==> config.mk <==
export PLATFORM = sky130hd
export DESIGN_NAME = race_state_tracker
export DESIGN_NICKNAME = d
export VERILOG_FILES = /design/src/rtl/race_state_tracker.sv
export SDC_FILE = /design/constraint.sdc
export NUM_CORES = 1
export LEC_CHECK = 0
export CAP_MARGIN = 20
export CORE_ASPECT_RATIO = 1.5
export CORE_MARGIN = 8
export CORE_UTILIZATION = 50
export DETAILED_ROUTE_END_ITERATION = 12
export DONT_BUFFER_PORTS = 1
export SLEW_MARGIN = 0
export SYNTH_ARGS = -nofsm -noshare
export SYNTH_HDL_FRONTEND = slang
export SYNTH_SLANG_ARGS = --single-unit
export TNS_END_PERCENT = 1
==> constraint.sdc <==
create_clock -name clk -period 4.4 [get_ports clk]
set_input_delay 0.66 -clock clk [delete_from_list [all_inputs] [get_ports clk]]
set_output_delay 0.66 -clock clk [all_outputs]
set_load 0.005 [all_outputs]
==> src/rtl/race_state_tracker.sv <==
// rtl/race_state_tracker.sv - race lifecycle controller: menu, countdown, running, finished
// Defining RACE_COUNTDOWN_EN inserts the countdown stage between menu and running.
module race_state_tracker #(
  parameter int NUM_PLAYERS  = 4,
  parameter int MAX_POS      = 109,
  parameter int COUNT_CYCLES = 1000,
  parameter int HOLD_CYCLES  = 5000,
  parameter int TIME_W       = 24,
  localparam int POS_W       = $clog2(MAX_POS),
  localparam int ID_W        = $clog2(NUM_PLAYERS),
  localparam int CD_W        = $clog2(COUNT_CYCLES + 1)
) (
  input  logic                         clk,
  input  logic                         rst,
  input  logic                         is_in_menu,
  input  logic [NUM_PLAYERS*POS_W-1:0] cur_pos,
  output logic                         game_started,
  output logic                         countdown_active,
  output logic [CD_W-1:0]              countdown_remaining,
  output logic                         go_pulse,
  output logic                         finished,
  output logic                         winner_valid,
  output logic [ID_W-1:0]              winner_id,
  output logic [TIME_W-1:0]            race_time,
  output logic                         menu_req
);

  localparam int HOLD_W = $clog2(HOLD_CYCLES + 1);
  localparam logic [POS_W-1:0] FINISH_POS = POS_W'(MAX_POS - 1);

  typedef enum logic [1:0] {
    S_MENU      = 2'd0,
    S_COUNTDOWN = 2'd1,
    S_RUNNING   = 2'd2,
    S_FINISHED  = 2'd3
  } state_t;

  state_t            state;
  logic [HOLD_W-1:0] hold_cnt;
  logic              any_fin;
  logic [ID_W-1:0]   first_fin;

`ifdef RACE_COUNTDOWN_EN
  logic              cd_active;
  logic [CD_W-1:0]   cd_rem;
  assign countdown_active    = cd_active;
  assign countdown_remaining = cd_rem;
`else
  assign countdown_active    = 1'b0;
  assign countdown_remaining = '0;
`endif

  // Scan from the top so the lowest finishing index is the one left standing.
  always_comb begin
    any_fin   = 1'b0;
    first_fin = '0;
    for (int i = NUM_PLAYERS - 1; i >= 0; i--) begin
      if (cur_pos[i*POS_W +: POS_W] >= FINISH_POS) begin
        any_fin   = 1'b1;
        first_fin = ID_W'(i);
      end
    end
  end

  always_ff @(posedge clk) begin
    go_pulse <= 1'b0;
    menu_req <= 1'b0;
    if (rst || is_in_menu) begin
      state        <= S_MENU;
      game_started <= 1'b0;
      finished     <= 1'b0;
      winner_valid <= 1'b0;
      winner_id    <= '0;
      race_time    <= '0;
      hold_cnt     <= '0;
`ifdef RACE_COUNTDOWN_EN
      cd_active    <= 1'b0;
      cd_rem       <= '0;
`endif
    end else begin
      case (state)
        S_MENU: begin
`ifdef RACE_COUNTDOWN_EN
          state     <= S_COUNTDOWN;
          cd_active <= 1'b1;
          cd_rem    <= CD_W'(COUNT_CYCLES);
`else
          state        <= S_RUNNING;
          game_started <= 1'b1;
          go_pulse     <= 1'b1;
          race_time    <= '0;
`endif
        end
`ifdef RACE_COUNTDOWN_EN
        S_COUNTDOWN: begin
          if (cd_rem == CD_W'(1)) begin
            state        <= S_RUNNING;
            cd_active    <= 1'b0;
            cd_rem       <= '0;
            game_started <= 1'b1;
            go_pulse     <= 1'b1;
            race_time    <= '0;
          end else begin
            cd_rem <= cd_rem - CD_W'(1);
          end
        end
`endif
        S_RUNNING: begin
          if (any_fin) begin
            state        <= S_FINISHED;
            game_started <= 1'b0;
            finished     <= 1'b1;
            winner_valid <= 1'b1;
            winner_id    <= first_fin;
            hold_cnt     <= HOLD_W'(HOLD_CYCLES);
          end else if (race_time != '1) begin
            race_time <= race_time + TIME_W'(1);
          end
        end
        S_FINISHED: begin
          // Counter parks at zero so the request fires only once per finish.
          if (hold_cnt != '0) begin
            hold_cnt <= hold_cnt - HOLD_W'(1);
            menu_req <= (hold_cnt == HOLD_W'(1));
          end
        end
        default: state <= S_MENU;
      endcase
    end
  end

endmodule

==> results of run 1 <==
per-layer routing:
metal  up-vias  part of all wire  routed length (µm)  global-route usage
met5         -                 0                   0                   0
met4         0             0.026                 168              0.0896
met3        13             0.049                 317              0.0399
met2        53              0.54                3540               0.336
met1      1069              0.38                2480               0.166
li1       1157                 -                   -                   -
cell type report:
cell class,count,area share
Timing Repair Buffer,2,0.00579
Tap cell,66,0.0318
Clock buffer,7,0.0333
Inverter,6,0.00868
Multi-Input combinational cell,253,0.573
Sequential cell,45,0.347
registers in the layout, indices dropped and copies added, names as in the netlist:
register,count
winner_valid,1
state,2
hold_cnt,13
game_started,1
go_pulse,1
winner_id,2
race_time,24
menu_req,1
through the flow:
step / cell area (µm²) / util
after detailed placement: 2510 / 0.517
after global placement: 2510 / 0.517
final: 2590 / 0.535
after CTS: 2590 / 0.535
after global routing: 2590 / 0.535
after floorplan: 2540 / -
cells in the mapped netlist, types with 2 or more instances:
cell,instances
o22ai_1,3
buf_4,12
a31oi_1,2
a31o_2,3
o31ai_1,11
o21ai_1,2
xor2_1,6
inv_1,6
o22a_1,2
nand3_1,11
mux2i_1,4
or2_2,6
nor2b_1,3
and2_1,4
ha_1,4
nand2_1,33
o41ai_1,2
or3_1,13
o2111ai_1,3
nor2_1,22
o211ai_1,2
and3_1,2
a21oi_1,35
dfxtp_1,45
nand4_1,18
nor4_1,5
o21ai_0,11
clkbuf_1,10
nor3_1,8
or4_1,13
and4_1,5
how the worst min path moves through the flow:
stage | start | endpoint | cells after the start
5_1_grt | hold_cnt[2] | hold_cnt[2] | 2
3_3_place_gp | hold_cnt[11] | hold_cnt[11] | 2
6_report | hold_cnt[3] | hold_cnt[3] | 2
2_1_floorplan | hold_cnt[2] | hold_cnt[2] | 2
3_5_place_dp | hold_cnt[2] | hold_cnt[2] | 2
4_1_cts | hold_cnt[2] | hold_cnt[2] | 2
cell families (layout without fill, tap and decap cells):
logic type,Yosys count,count (layout),share of synthesized area
AND/OR/NAND/NOR,149,149,0.329
buffers and inverters,29,15,0.0619
flip-flops,45,45,0.360
multiplexers,4,4,0.0160
adder cells (fa/ha/maj),4,4,0.0200
AO/OA/AOI/OAI,79,79,0.191
other,1,11,0.00150
XOR/XNOR,6,6,0.0210
power by group through the flow:
| stage | sequential [mW] | combinational, mW | clock (mW) |
|---|---|---|---|
| after global placement | 0.426 | 0.0497 | 0 |
| final | 0.417 | 0.0503 | 0.260 |
| after CTS | 0.417 | 0.0500 | 0.273 |
| after floorplan | 0.423 | 0.0481 | 0 |
| after global routing | 0.417 | 0.0574 | 0.288 |
| after detailed placement | 0.427 | 0.0498 | 0 |
worst max-delay path, stage by stage, from the launching register on:
cell and delay (ps):
dfxtp_1 430, ha_1 250, and3_1 290, nand4_1 260, o21ai_1 710, nor3_1 150
mux2i_1 160
==> impl_metrics.toml, run 1 <==
[drt]
drtIter0Drc = 94
drt_wl_total_um = 6500
post_drt_wl_per_cell_um = 17.2
ant_nets = 0
vias = 2292
drc = 0
drt-vias-per-instance = 6.05
drt_pre_antenna_iters = 4

[critical_path]
crit_path_start_kind = "register"
end_kind = "register"
worst_ep_arrival_time_ps = 2560
critPathLaunch = "race_time[0]"
crit_end = "race_time[18]"
reg2reg_slack_ps = 2010
ff2ff_path_depth = 6
required_ps = 4580
crit_type = "reg -> reg"
r2r_start = "race_time[0]"
rr_endpoint = "race_time[18]"
critPathMaxFanout = 13

[sta]
rsz0062_at_grt = "false"
hold_ws_ps = 509
setup_tns_ps = 0
period_needed_ps = 2390
finalMaxSlewViolations = 0
finalSetupViolations = 0
relSlewSlack = 0.466
finalWorstSetupSlack_ps = 2010
clock_skew_ps = 3.90
timing.final.hold_violations = 0
fin_crit_sh = 0.542
worstMarginPinSlew_ps = 796
fmaxAchievable_mhz = 419

[power_and_ir_drop]
p_comb_frac = 0.069
power_mw = 0.727
switchingPower_mw = 0.176
powerDensity_nw_per_um2 = 280
vdd_drop_max_mv = 0.179
p_int_mw = 0.551
leakagePower_nw = 0.814
p_clk_frac = 0.357
seqPwrFrac = 0.573
switching_share = 0.242

[clocking]
clock_path_buffers = 2
postCtsSetupRepairBufs = 0
root_buffer = "clkbuf_8"
cts-buffers-inserted = 5
htreeDepth = 2
cts_num_sinks = 45
clock_latency_ps = 290
clk_pin_slew_worst_paths_ps = 80
tritoncts = "yes"
hold_buffers = 0
cts-resized-gates = 0

[synth]
yosysTopAreaCell = "dfxtp_1"
synthFlopType = "dfxtp_1"
syn_inst = 317
async_reset_ff_frac = 0
ys_warn_count = 0
avgSynthCellArea_um2 = 7.90
synth_seq_cells = 45
ys_seq_area_frac = 0.360
synth_enable_flop_cells = 0
ys_types = 42
ys_top_cells_by_area = "dfxtp_1 36%, a21oi_1 7.0%, nand2_1 4.9%"
synth.top_cell.area_share = 0.360
mappedNetlistArea_um2 = 2500

[place]
portBuffers = 0
place_inst = 372
dp_hpwl_um = 4830
dpl_worst_slack_ps = 2030
globalplace.congestion = 0.906

[finish]
multiInputGateArea_um2 = 1490
mostFrequentLayoutCell = "dfxtp_1"
finish.net_count = 348
nFillCells = 482
area_growth_pct = 3.55
drive_above_1_share = 0.0607
antenna-diode-count = 0
seq_area_um2 = 901
final_cell_mix = "45 x dfxtp_1, 35 x a21oi_1, 33 x nand2_1"
layout.cells.non_filler = 379

[global_routing]
gr-total-overflow = 0
track_usage = 0.175
antenna_found_initial = 0
grt_max_degree = 28
grt_pass1_wl_um = 10500
first_global_vias = 2232

[die]
die_h_um = 103
initial_core_util = 0.517
die_w_um = 73.8
num_io_pins = 73
fp-row-count = 31
core_area_um2 = 4850
die_area_um2 = 7580

[outcome]
run_status = "complete, no violations"

[run]
cap_violations = 0

[worst_hold_path]
hp-class = "reg -> reg"
No activity file was read; power rests on OpenSTA's default activity.
==> run 2: changes to the inputs <==
==> constraint.sdc (replaced) <==
create_clock -name clk -period 2.4 [get_ports clk]
set_input_delay 0.36 -clock clk [delete_from_list [all_inputs] [get_ports clk]]
set_output_delay 0.36 -clock clk [all_outputs]
set_load 0.005 [all_outputs]
==> run 2 against run 1 <==
Register-to-register slack worse by 1800 ps. Clock skew grew 2.4 ps. Clock-buffer cell count is 2 lower. Wire length barely moved. Die area unchanged. Core utilization rose by 2.2 points. Combinational power up 110%. Global-route usage hardly changed. Worst hold slack worse by 140 ps. Critical path type unchanged. Critical endpoint is now race_time[16].
==> impl_metrics.toml, run 2 (synthesis gave the netlist of run 1 again) <==
[outcome]
run_status = "complete, no violations"

[drt]
drt_pre_antenna_iters = 4
drtIter0Drc = 149
drt_wl_total_um = 6510
drc = 0
post_drt_wl_per_cell_um = 16.8
vias = 2339
ant_nets = 0
drt-vias-per-instance = 6.03

[critical_path]
critPathLaunch = "race_time[0]"
end_kind = "register"
crit_type = "reg -> reg"
worst_ep_arrival_time_ps = 2380
reg2reg_slack_ps = 260
critPathMaxFanout = 6
required_ps = 2630
crit_path_start_kind = "register"
r2r_start = "race_time[0]"

[die]
core_area_um2 = 4850
num_io_pins = 73
die_h_um = 103
die_area_um2 = 7580
initial_core_util = 0.517
die_w_um = 73.8
fp-row-count = 31

[sta]
fin_crit_sh = 0.893
setup_tns_ps = 0
worstMarginPinSlew_ps = 595
period_needed_ps = 2140
timing.final.hold_violations = 0
finalWorstSetupSlack_ps = 258
hold_ws_ps = 372
rsz0062_at_grt = "false"
relSlewSlack = 0.602
finalMaxSlewViolations = 0
clock_skew_ps = 6.28
finalSetupViolations = 0
fmaxAchievable_mhz = 467

[finish]
final_cell_mix = "45 x dfxtp_1, 35 x a21oi_1, 33 x nand2_1"
antenna-diode-count = 0
nFillCells = 482
finish.net_count = 356
fin_util = 0.557
mostFrequentLayoutCell = "dfxtp_1"
regMostFlops = "race_time"
area_growth_pct = 7.84
reg_top3 = "race_time x24, hold_cnt x13"
drive_above_1_share = 0.0901
finish.instance_area_um2 = 2700
largest_register_ffs = 24
layout.cells.non_filler = 388

[place]
dp_hpwl_um = 5000
portBuffers = 0
place_inst = 380
place_area_um2 = 2570
globalplace.congestion = 0.888
dpl_worst_slack_ps = 280

[global_routing]
grt_pass1_wl_um = 10500
grt_max_degree = 28
grtUsageMet3 = 0.0409
gr-total-overflow = 0
grt.busiest_layer = "met2"
antenna_found_initial = 0
track_usage = 0.175
first_global_vias = 2245
grt_use_met2 = 0.323
use_met1 = 0.177

[clocking]
tritoncts = "yes"
clock_path_buffers = 2
clock_latency_ps = 300
hold_buffers = 0
postCtsSetupRepairBufs = 0
root_buffer = "clkbuf_8"
htreeDepth = 2
cts-resized-gates = 0
cts-buffers-inserted = 5
clk_pin_slew_worst_paths_ps = 90
cts_num_sinks = 45

[run]
cap_violations = 0

[power_and_ir_drop]
power_mw = 1.55
leakagePower_nw = 0.878
vdd_drop_max_mv = 0.305
powerDensity_nw_per_um2 = 572

[worst_hold_path]
hp-class = "in -> reg"
min_from = "rst"
-- run 2: cell count changes in the layout (fill, tap and decap cells not counted) --
cell       before  now
clkinv_2        0    1
clkbuf_1        1    0
buf_4           2   10
bufinv_16       0    2
clkbuf_8        6    5
-- run 2: critical path, cell delays in order (launching register included) --
cell and delay [ps]:
dfxtp_1 430, ha_1 240, and3_1 290, nand4_1 200
or3_1 370, or4_1 400, a21oi_1 150
-- run 2: cell type report --
class,instances,area (µm²),area share
clock buffer,5,68.8,0.0255
clock inverter,3,65.1,0.0241
inverter,6,22.5,0.00834
multi-input combinational,253,1490,0.550
sequential,45,901,0.333
tap,66,82.6,0.0306
timing repair buffer,10,75.1,0.0278
-- run 2: final timing paths --
path | endpoint | cells after the start
setup / recovery | race_time[16] | 6
hold / removal | state[1] | 3
hold reg to reg | hold_cnt[11] | 2
setup reg to reg | race_time[16] | 6
-- run 2: power breakdown --
| part | total, mW | switching (mW) | internal [mW] |
|---|---|---|---|
| Sequential | 0.760 | 0.00638 | 0.753 |
| Clock | 0.682 | 0.269 | 0.414 |
| Combinational | 0.104 | 0.0708 | 0.0327 |
| Total | 1.55 | 0.346 | 1.20 |
-- run 2: metal layers --
| layer | part of all wire | vias up | routed length, µm |
|---|---|---|---|
| met5 | 0 | - | 0 |
| met2 | 0.54 | 50 | 3490 |
| li1 | - | 1174 | - |
| met4 | 0.027 | 0 | 176 |
| met3 | 0.048 | 11 | 314 |
| met1 | 0.39 | 1104 | 2530 |
==> run 3: changes to the inputs <==
--- a/config.mk
+++ b/config.mk
@@ -7,11 +7,10 @@
 export LEC_CHECK = 0
 export CAP_MARGIN = 20
 export CORE_ASPECT_RATIO = 1.5
-export CORE_MARGIN = 8
 export CORE_UTILIZATION = 50
 export DETAILED_ROUTE_END_ITERATION = 12
 export DONT_BUFFER_PORTS = 1
-export SLEW_MARGIN = 0
+export SLEW_MARGIN = 20
 export SYNTH_ARGS = -nofsm -noshare
 export SYNTH_HDL_FRONTEND = slang
 export SYNTH_SLANG_ARGS = --single-unit
==> constraint.sdc (replaced) <==
create_clock -name clk -period 2.2 [get_ports clk]
set_input_delay 0.33 -clock clk [delete_from_list [all_inputs] [get_ports clk]]
set_output_delay 0.33 -clock clk [all_outputs]
set_load 0.005 [all_outputs]
==> run 3 against run 2 <==
Cell area rose by 2.6%. Sequential power rose by 8.9%. Final cell count rose by 3.4%. Core utilization rose by 1.9 points. Die area fell by 30%. Flip-flop and latch count did not move. First-iteration DRC count fell by 9.4%. Critical path type unchanged. Critical endpoint unchanged.
==> impl_metrics.toml, run 3 (synthesis gave the netlist of run 1 again) <==
[sta]
hold_ws_ps = 303
finalMaxSlewViolations = 0
period_needed_ps = 2040
setup_tns_ps = 0
relSlewSlack = 0.607
clock_skew_ps = 10.9
worstMarginPinSlew_ps = 590
fin_crit_sh = 0.928
timing.final.hold_violations = 0
fmaxAchievable_mhz = 490
finalSetupViolations = 0
rsz0062_at_grt = "false"

[clocking]
htreeDepth = 2
clock_path_buffers = 2
cts-buffers-inserted = 5
tritoncts = "yes"
postCtsSetupRepairBufs = 0
root_buffer = "clkbuf_8"
clk_pin_slew_worst_paths_ps = 90
clock_latency_ps = 300
hold_buffers = 0
cts-resized-gates = 0
cts_num_sinks = 45

[die]
die_area_um2 = 5300
fp-row-count = 31
core_area_um2 = 4810
num_io_pins = 73
die_h_um = 88.7
die_w_um = 59.8
initial_core_util = 0.521

[power_and_ir_drop]
p_int_mw = 1.15
leakagePower_nw = 0.927
switching_share = 0.242
p_comb_frac = 0.078
powerDensity_nw_per_um2 = 545
switchingPower_mw = 0.366
p_clk_frac = 0.374
vdd_drop_max_mv = 0.351
power_mw = 1.51
seqPwrFrac = 0.548

[drt]
routed-wl-met2_um = 3470
drtIter0Drc = 135
post_drt_wl_per_cell_um = 16.0
wirelength_met1_um = 2530
routed.top_layer = "met4"
drc = 0
wl_met3_um = 205
drt_wl_total_um = 6410
drt_pre_antenna_iters = 4
vias = 2426
drt-vias-per-instance = 6.05
ant_nets = 0

[critical_path]
path_delay_family = "simple AND/OR/NAND/NOR gates"
slowest_delay_ps = 400
crit_buf_inv = 0
crit_path_start_kind = "register"
critPathMaxFanout = 5
required_ps = 2440
end_kind = "register"
worst_ep_arrival_time_ps = 2280
crit_type = "reg -> reg"
cp.depth = 6
path_cells = "ha_1, and3_1, nand4_1, or3_1, or4_1, a21oi_1"
critPathSlowestCell = "or4_1"
ff2ff_path_depth = 6

[place]
portBuffers = 0
dp_hpwl_um = 4840
globalplace.congestion = 0.879

[global_routing]
antenna_found_initial = 0
track_usage = 0.256
grt_pass1_wl_um = 10200
first_global_vias = 2108
grt_max_degree = 28
gr-total-overflow = 0

[finish]
seq_area_um2 = 901
drive_above_1_share = 0.128
finish.net_count = 369
nFillCells = 499
final_cell_mix = "45 x dfxtp_1, 35 x a21oi_1, 33 x nand2_1"
reg_top3 = "race_time x24, hold_cnt x13"
antenna-diode-count = 0
area_growth_pct = 10.7
multiInputGateArea_um2 = 1490
mostFrequentLayoutCell = "dfxtp_1"
regMostFlops = "race_time"
largest_register_ffs = 24

[outcome]
run_status = "complete, no violations"

[run]
cap_violations = 0

[worst_hold_path]
hp-class = "in -> reg"
holdPathStages = 2
run 3: power by group through the flow:
stage / clock network [mW] / logic, mW / registers, mW
CTS: 0.589 / 0.117 / 0.828
floorplan: 0 / 0.0962 / 0.847
global route: 0.619 / 0.131 / 0.829
detailed placement: 0 / 0.117 / 0.847
finish: 0.566 / 0.117 / 0.828
global placement: 0 / 0.116 / 0.847
run 3: through the flow:
step	std cells	worst slack [ps]	util	instance area [µm²]
4_1_cts	401	158	0.575	2770
5_1_grt	401	50.0	0.576	2770
3_3_place_gp	393	204	0.554	2670
2_1_floorplan	327	325	-	2540
6_report	401	159	0.576	2770
3_5_place_dp	393	165	0.554	2670
run 3: worst paths after layout:
check,slack (ps),end,from
max reg2reg,160,race_time[16],race_time[1]
max,160,race_time[16],race_time[1]
min reg2reg,510,hold_cnt[11],hold_cnt[11]
min,300,state[1],rst
run 3: cell type report:
cell class / count / share of cell area
clock buffers: 7 / 0.0347
flip-flops and latches: 45 / 0.325
multi-input cells: 253 / 0.538
clock inverters: 1 / 0.00181
repair buffers: 23 / 0.0623
inverters: 6 / 0.00812
well taps: 66 / 0.0298
run 3: per-layer routing:
layer	up-vias	track usage
met1	1152	0.272
met4	0	0.112
met3	16	0.0424
met2	55	0.480
li1	1203	-
met5	-	0
